File: config.mk
export PLATFORM = sky130hd
export DESIGN_NAME = inst_queue
export DESIGN_NICKNAME = d
export VERILOG_FILES = /design/src/rtl/inst_queue.sv
export SDC_FILE = /design/constraint.sdc
export NUM_CORES = 1
export LEC_CHECK = 0
export BUFFER_PORTS_ARGS = -buffer_cell sky130_fd_sc_hd__buf_2
export CAP_MARGIN = 20
export CORE_UTILIZATION = 50
export CTS_BUF_LIST = sky130_fd_sc_hd__clkbuf_4 sky130_fd_sc_hd__clkbuf_8 sky130_fd_sc_hd__clkbuf_16
export DETAILED_ROUTE_END_ITERATION = 8
export GPL_ROUTABILITY_DRIVEN = 0
export PLACE_DENSITY = 0.68
export REMOVE_ABC_BUFFERS = 1
export SLEW_MARGIN = 0
export SYNTH_ARGS = -nofsm -noshare
export SYNTH_HDL_FRONTEND = slang
export SYNTH_SLANG_ARGS = --single-unit
File: constraint.sdc
create_clock -name clk -period 19 [get_ports clk]
set_clock_uncertainty 0.15 [all_clocks]
set_input_delay 0.95 -clock clk [delete_from_list [all_inputs] [get_ports clk]]
set_output_delay 0.95 -clock clk [all_outputs]
set_load 0.01 [all_outputs]
File: src/rtl/inst_queue.sv
// Instruction queue between fetch and decode: circular FIFO of fetched instructions plus
// branch-prediction metadata, show-ahead head outputs. Optional macro: INST_QUEUE_BYPASS_EN.
module inst_queue #(
  parameter  int DEPTH = 8,
  localparam int PTR_W = $clog2(DEPTH)
) (
  input  logic             clk,
  input  logic             rst_n,
  input  logic             jump_commit,
  input  logic             enq_valid,
  output logic             enq_ready,
  input  logic [31:0]      enq_inst,
  input  logic [31:0]      enq_pc,
  input  logic [31:0]      enq_pc_next,
  input  logic [31:0]      enq_btb_addr,
  input  logic [1:0]       enq_br_prediction,
  input  logic             enq_btb_valid,
  input  logic             enq_predictor_valid,
  input  logic [7:0]       enq_predictor_index,
  input  logic             deq_ready,
  output logic             iqueue_out_valid,
  output logic [31:0]      inst,
  output logic [31:0]      pc,
  output logic [31:0]      pc_next,
  output logic [31:0]      btb_addr,
  output logic [1:0]       br_prediction,
  output logic             btb_valid_out,
  output logic             predictor_valid_out,
  output logic [7:0]       predictor_index,
  output logic [PTR_W:0]   count
);

  typedef struct packed {
    logic [31:0] inst;
    logic [31:0] pc;
    logic [31:0] pc_next;
    logic [31:0] btb_addr;
    logic [1:0]  br_prediction;
    logic        btb_valid;
    logic        predictor_valid;
    logic [7:0]  predictor_index;
  } entry_t;

  localparam logic [PTR_W:0] FULL_CNT = (PTR_W+1)'(DEPTH);

  entry_t           mem_q [DEPTH];
  logic [PTR_W-1:0] head_q, head_d, tail_q, tail_d;
  logic [PTR_W:0]   count_q, count_d;
  entry_t           enq_entry, out_entry;
  logic             empty, full, enq_fire, deq_fire, byp_valid, byp_consume;

  assign enq_entry = '{inst:            enq_inst,
                       pc:              enq_pc,
                       pc_next:         enq_pc_next,
                       btb_addr:        enq_btb_addr,
                       br_prediction:   enq_br_prediction,
                       btb_valid:       enq_btb_valid,
                       predictor_valid: enq_predictor_valid,
                       predictor_index: enq_predictor_index};

  assign empty = (count_q == '0);
  assign full  = (count_q == FULL_CNT);

`ifdef INST_QUEUE_BYPASS_EN
  assign byp_valid = empty && enq_valid && !jump_commit;
`else
  assign byp_valid = 1'b0;
`endif

  // A bypassed instruction taken by decode in the same cycle never touches the array.
  assign byp_consume = byp_valid && deq_ready;
  assign enq_fire    = enq_valid && !full && !byp_consume;
  assign deq_fire    = deq_ready && !empty;

  always_comb begin
    head_d  = head_q;
    tail_d  = tail_q;
    count_d = count_q;
    if (jump_commit) begin
      head_d  = '0;
      tail_d  = '0;
      count_d = '0;
    end else begin
      if (enq_fire) tail_d = tail_q + 1'b1;
      if (deq_fire) head_d = head_q + 1'b1;
      case ({enq_fire, deq_fire})
        2'b10:   count_d = count_q + 1'b1;
        2'b01:   count_d = count_q - 1'b1;
        default: count_d = count_q;
      endcase
    end
  end

  always_ff @(posedge clk or negedge rst_n) begin
    if (!rst_n) begin
      head_q  <= '0;
      tail_q  <= '0;
      count_q <= '0;
    end else begin
      head_q  <= head_d;
      tail_q  <= tail_d;
      count_q <= count_d;
    end
  end

  // Storage is not reset; the head outputs are masked while empty instead.
  always_ff @(posedge clk) begin
    if (enq_fire && !jump_commit) mem_q[tail_q] <= enq_entry;
  end

  always_comb begin
    out_entry = '0;
    if (!empty)         out_entry = mem_q[head_q];
    else if (byp_valid) out_entry = enq_entry;
  end

  assign enq_ready           = !full;
  assign iqueue_out_valid    = !empty || byp_valid;
  assign inst                = out_entry.inst;
  assign pc                  = out_entry.pc;
  assign pc_next             = out_entry.pc_next;
  assign btb_addr            = out_entry.btb_addr;
  assign br_prediction       = out_entry.br_prediction;
  assign btb_valid_out       = out_entry.btb_valid;
  assign predictor_valid_out = out_entry.predictor_valid;
  assign predictor_index     = out_entry.predictor_index;
  assign count               = count_q;

endmodule

After elaboration in Yosys (flattened, before gate mapping)
Memory sizes are Yosys's and may differ from the RTL's.
Index checks and enable logic that the tools add are counted.
{ "totals": {"register_bits": 10, "ramBits": 1120, "inputBits": 145, "output_inout_bits": 146, "elab_cells": 30, "memories": 1} }
{ "op_classes": {"addsub": 4, "n_eq_ne": 3, "n_mux": 9, "reduce_logical": 10} }
{ "mem_list": {"columns": ["memory", "words", "word_bits", "rd", "rd_clocked_by_memory_dff", "wr", "line_no", "rtl"], "rows": [
  ["mem_q", 8, 140, 1, 0, 1, "46", "entry_t mem_q [DEPTH];"]
]} }
{ "ops": {"columns": ["cell", "count"], "rows": [
  ["2-to-1 mux 140 bit", 1],
  ["2-to-1 mux 3 bit", 4],
  ["case mux 4 bit (2 select lines)", 1],
  ["adder 3 x 1 -> 3 bit (second input constant)", 2],
  ["adder 4 x 1 -> 4 bit (second input constant)", 1],
  ["== test 4 bit (second input constant)", 1],
  ["zero test 4 bit", 1],
  ["2-to-1 mux 4 bit", 1],
  ["nonzero test 2 bit", 2],
  ["subtractor 4 x 1 -> 4 bit (second input constant)", 1],
  ["logical AND 1 bit", 3],
  ["zero test 1 bit", 3],
  ["nonzero test 3 bit", 1],
  ["== test 2 x 1 -> 1 bit (second input constant)", 1],
  ["== test 2 bit (second input constant)", 1],
  ["2-to-1 mux 1 bit", 2]
]} }

Longest topological paths before layout
{ "logic_depth": {"word_depth": 6, "depth_mapped": 10, "depth_no_buf": 10} }

Least setup slack after synthesis
No wires, ideal clock.
{ "synth_path": {"path_type": "in2reg", "from": "input port jump_commit", "to": "memory mem_q[1][0] (netlist name) (enable)", "setup_time_ns": 0.810, "t_arrival_ns": 10.848, "required_ns": 18.040, "setup_slack_ns": 7.192, "stages": 3, "path_buffers": 1, "cell_sequence": "clkbuf_1 nand4b_1 nor3_1"} }
{ "synth_via": {"elab_chain_cells": 4} }
{ "synth_rtl": {"columns": ["element", "line_no", "rtl"], "rows": [
  ["from (decl)", "9", "input logic jump_commit,"],
  ["zero test 1 bit", "108", "if (enq_fire && !jump_commit) mem_q[tail_q] <= enq_entry;"],
  ["logical AND 1 bit", "108", null],
  ["2-to-1 mux 1 bit", "108", null],
  ["2-to-1 mux 1 bit (implied by the code)", "108", null],
  ["to (decl)", "46", null]
]} }
Every way passes these cells.

Worst setup path after layout
{ "layout_path": {"from": "register head_q[0]", "to": "output port btb_addr[24]"} }
{ "layout_via": {"elab_chain_cells": 2} }
{ "layout_rtl": {"columns": ["element", "line_no", "rtl"], "rows": [
  ["from (decl)", "47", "logic [PTR_W-1:0] head_q, head_d, tail_q, tail_d;"],
  ["from (signal assigned)", "96", "head_q <= '0;"],
  ["from (signal assigned)", "100", "head_q <= head_d;"],
  ["memory (8 x 140 bit)", null, null],
  ["2-to-1 mux 140 bit", "113", "if (!empty) out_entry = mem_q[head_q];"],
  ["to (decl)", "25", "output logic [31:0] btb_addr,"]
]} }
Every way passes these cells.

==> insert_results.sql <==
INSERT INTO impl_metrics (metric_group, metric, value, unit) VALUES
('worst_setup_path', 'worstSetupEndpointType', 'output pin', ''),
('grt', 'maximum_number_of_pins_on_one_net_before_global_route_repair', '74', ''),
('clocking', 'clock_path_buffers', '3', ''),
('placement', 'dpl-instance-area', '45800', 'um^2'),
('sta', 'finalSetupTns', '0', 'ns'),
('worst_setup_path', 'worst_path_max_delay_cell', 'sky130_fd_sc_hd__dfrtp_4', ''),
('floorplan', 'chipWidth', '296', 'um'),
('clocking', 'post_cts.repair.setup_buffers', '0', ''),
('drt', 'highest-signal-layer', 'met5', ''),
('finish', 'finalCoreUtilization', '57.9', '%'),
('worst_setup_path', 'critPathKind', 'reg2out', ''),
('synth', 'synthesis.instances', '1853', ''),
('flow_run', 'cap_violations', '0', ''),
('grt', 'first_global_vias', '21000', ''),
('floorplan', 'placement_rows', '107', ''),
('worst_setup_path', 'critical_path_arrival', '5.25', 'ns'),
('clocking', 'clk-insertion-delay-late', '0.65', 'ns'),
('floorplan', 'initial_core_util', '50.5', '%'),
('synth', 'synth_top_family_by_area', 'multiplexers', ''),
('worst_setup_path', 'worst-endpoint-required', '17.90', 'ns'),
('sta', 'achievable-frequency', '157', 'MHz'),
('synth', 'post_synth_xor_area_fraction', '0.0813', '%'),
('finish', 'finish.cell_count_without_fillers', '3437', ''),
('grt', 'globalRouteTotalUtil', '20.3', '%'),
('drt', 'total_detailed_routing_wirelength', '87.5', 'mm'),
('outcome', 'status', 'completed', ''),
('power', 'maximum_vdd_drop', '0.0000826', 'V'),
('finish', 'layout-drive-gt1-share', '34.9', '%'),
('synth', 'dominantRegCellSynth', 'sky130_fd_sc_hd__edfxtp_1', ''),
('power', 'power_per_cell_area', '129', 'nW/um^2'),
('synth', 'area_fraction_in_compound_gates_after_synthesis', '0.209', '%'),
('clocking', 'h_tree_levels', '3', ''),
('drt', 'detail_route.vias_per_cell', '5.71', ''),
('synth', 'synthDominantCellAreaShare', '78.1', '%'),
('sta', 'fin_crit_sh', '33.4', '%'),
('synth', 'ys_ff_latch', '1130', ''),
('synth', 'synth_cell_type_count', '37', ''),
('grt', 'global_route_wire_length_before_repair', '130', 'mm'),
('drt', 'route.antenna.remaining_nets', '0', ''),
('drt', 'post-route-drc-count', '0', ''),
('finish', 'finish.net_count', '2351', ''),
('synth', 'async_reset_ff_share', '0.885', '%'),
('worst_setup_path', 'cp_launch_type', 'flop', ''),
('synth', 'post_synth_fa_ha_maj_area_fraction', '0.116', '%'),
('clocking', 'tritoncts_sinks', '1130', ''),
('synth', 'post_synth_mux_area_share', '18.0', '%'),
('clocking', 'cts.root.buffer_cell', 'sky130_fd_sc_hd__clkbuf_16', ''),
('sta', 'timing_hold_violations_final', '0', ''),
('power', 'cellLeakagePower', '15.6', 'nW'),
('clocking', 'cts_made_buffers', '110', ''),
('drt', 'detailed_router_iteration_count_before_antenna_repair', '7', ''),
('finish', 'final_cell_area', '49400', 'um^2'),
('clocking', 'cts_clock_pin_slew_for_the_worst_setup_and_hold_paths', '0.06', 'ns'),
('finish', 'flow.area_growth_from_synthesis', '14.6', '%'),
('placement', 'dp_cells', '3231', ''),
('sta', 'final-setup-viol-count', '0', ''),
('synth', 'synth_edf_count', '1120', ''),
('synth', 'mapped_cell_area', '43100', 'um^2'),
('worst_setup_path', 'worst-path-buf-inv', '5', ''),
('placement', 'detailedPlace.worstSlack', '12.73', 'ns'),
('worst_setup_path', 'timing.critical_path.slowest_cell_delay', '1.00', 'ns'),
('drt', 'met3WireLength', '5.37', 'mm'),
('drt', 'routedWlPerCell', '25.5', 'um'),
('synth', 'post_synth_main_area_contributors', 'sky130_fd_sc_hd__edfxtp_1 (78%), sky130_fd_sc_hd__mux4_2 (15%), sky130_fd_sc_hd__mux2i_1 (3.3%), sky130_fd_sc_hd__nor2_1 (1.3%), sky130_fd_sc_hd__dfrtp_1 (0.58%)', ''),
('min_path', 'timing.hold.worst.class', 'in2reg', ''),
('drt', 'met2_routed_length', '45.4', 'mm'),
('sta', 'drv_slew', '0', ''),
('sta', 'slew_headroom', '24.7', '%'),
('synth', 'synth_simple_gate_area_share', '1.81', '%'),
('clocking', 'cts_tree', 'done', ''),
('synth', 'synth_sequential_area_ratio', '78.6', '%');
==> synth_stat cells (2+ instances only) <==
master and count:
sky130_fd_sc_hd__edfxtp_1 1120, sky130_fd_sc_hd__mux4_2 280, sky130_fd_sc_hd__nor2_1 151, sky130_fd_sc_hd__mux2i_1 141
sky130_fd_sc_hd__buf_2 45, sky130_fd_sc_hd__clkbuf_1 30, sky130_fd_sc_hd__buf_1 10, sky130_fd_sc_hd__dfrtp_1 10
sky130_fd_sc_hd__buf_6 9, sky130_fd_sc_hd__nor3_1 5, sky130_fd_sc_hd__ha_1 4, sky130_fd_sc_hd__nand2_1 4
sky130_fd_sc_hd__nand2b_1 4, sky130_fd_sc_hd__nand3_1 4, sky130_fd_sc_hd__xor2_1 4, sky130_fd_sc_hd__a21oi_1 3
sky130_fd_sc_hd__nor4b_1 3, sky130_fd_sc_hd__o21ai_0 3, sky130_fd_sc_hd__buf_4 2, sky130_fd_sc_hd__inv_2 2
sky130_fd_sc_hd__mux2_4 2, sky130_fd_sc_hd__nor2b_1 2
==> worst reg2reg max path, stage by stage, from the launching register on <==
cell	delay, ns
sky130_fd_sc_hd__dfrtp_1	0.49
sky130_fd_sc_hd__or4b_1	0.41
sky130_fd_sc_hd__nand2_8	0.09
sky130_fd_sc_hd__or3_1	0.48
sky130_fd_sc_hd__nor2_4	0.61
sky130_fd_sc_hd__buf_4	0.73
sky130_fd_sc_hd__buf_4	0.75
==> path summary, 6_finish.rpt <==
path | startpoint | endpoint | slack (ns) | cells after the start
hold reg to reg | tail_q[0]$_DFFE_PN0P_ | tail_q[0]$_DFFE_PN0P_ | 0.46 | 2
setup reg to reg | count[1]$_DFFE_PN0P_ | mem_q[4][31]$_DFFE_PP_ | 14.84 | 6
setup / recovery | head_q[0]$_DFFE_PN0P_ | btb_addr[24] | 12.65 | 8
hold / removal | enq_inst[10] | mem_q[0][118]$_DFFE_PP_ | 0.40 | 1
max in group asynchronous | rst_n | head_q[2]$_DFFE_PN0P_ | 17.90 | 2
min in group asynchronous | rst_n | count[0]$_DFFE_PN0P_ | 0.56 | 2
==> flip-flops by register name (all words and copies together), names as in the netlist <==
signal,flops
mem_q,1120
count,4
head_q,3
tail_q,3
==> cell families (layout without fill, tap and decap cells) <==
kind of cell / Yosys count / after routing
buffers and inverters: 99 / 533
adder cells (fa/ha/maj): 4 / 4
other: 0 / 6
AO/OA/AOI/OAI: 11 / 11
XOR/XNOR: 4 / 4
multiplexers: 423 / 423
AND/OR/NAND/NOR: 182 / 182
flip-flops: 1130 / 1130
==> power breakdown <==
part	switching, mW	internal (mW)	leakage, nW
Combinational	0.772	0.677	3.67
Sequential	0.0554	2.82	10.2
Clock	0.883	1.17	1.72
==> final cells by class <==
class	instances	area (um^2)
Antenna cell	6	15.0
Clock buffer	146	3060
Clock inverter	51	370
Fill cell	6203	35900
Inverter	3	11.3
Multi-Input combinational cell	624	8760
Sequential cell	1130	33900
Tap cell	1144	1430
Timing Repair Buffer	333	1820
==> placed cells by master (no fill, tap or decap), drive strengths merged <==
master | netlist | layout
a21oi | 3 | 3
dfrtp | 10 | 10
o21ba | 1 | 1
mux2 | 2 | 2
xor2 | 4 | 4
mux4 | 280 | 280
a221oi | 1 | 1
o31a | 1 | 1
or4b | 1 | 1
buf | 66 | 332
edfxtp | 1120 | 1120
ha | 4 | 4
nand2b | 4 | 4
a31oi | 1 | 1
nor3b | 1 | 1
or3 | 2 | 2
dlygate4sd3 | 0 | 1
nor4b | 3 | 3
nor2b | 2 | 2
bufinv | 0 | 3
o21ai | 3 | 3
nand4b | 1 | 1
and3b | 1 | 1
mux2i | 141 | 141
inv | 3 | 6
nand3 | 4 | 4
diode | 0 | 6
clkinv | 0 | 45
o32ai | 1 | 1
nand2 | 5 | 5
nor2 | 153 | 153
clkbuf | 30 | 146
nor3 | 5 | 5
==> routing by layer <==
layer / vias up / GRT usage [%]
met5: - / 0
met3: 138 / 4.16
met4: 24 / 5.05
met1: 10400 / 26.8
li1: 8479 / -
met2: 575 / 34.5
==> metrics by stage <==
| step | total power, mW | hold slack [ns] |
|---|---|---|
| 2_1_floorplan | 4.27 | 0.396 |
| 3_3_place_gp | 4.38 | 0.416 |
| 4_1_cts | 6.45 | 0.352 |
| 5_1_grt | 6.64 | 0.372 |
| 6_report | 6.38 | 0.400 |
| 3_5_place_dp | 4.40 | 0.442 |
==> repair_timing <==
item                      4_1_cts  5_1_grt
hold endpoints to repair       10        0
hold buffers                    1        0
gates resized for setup         0        0
(Power assumes the default switching activity.)
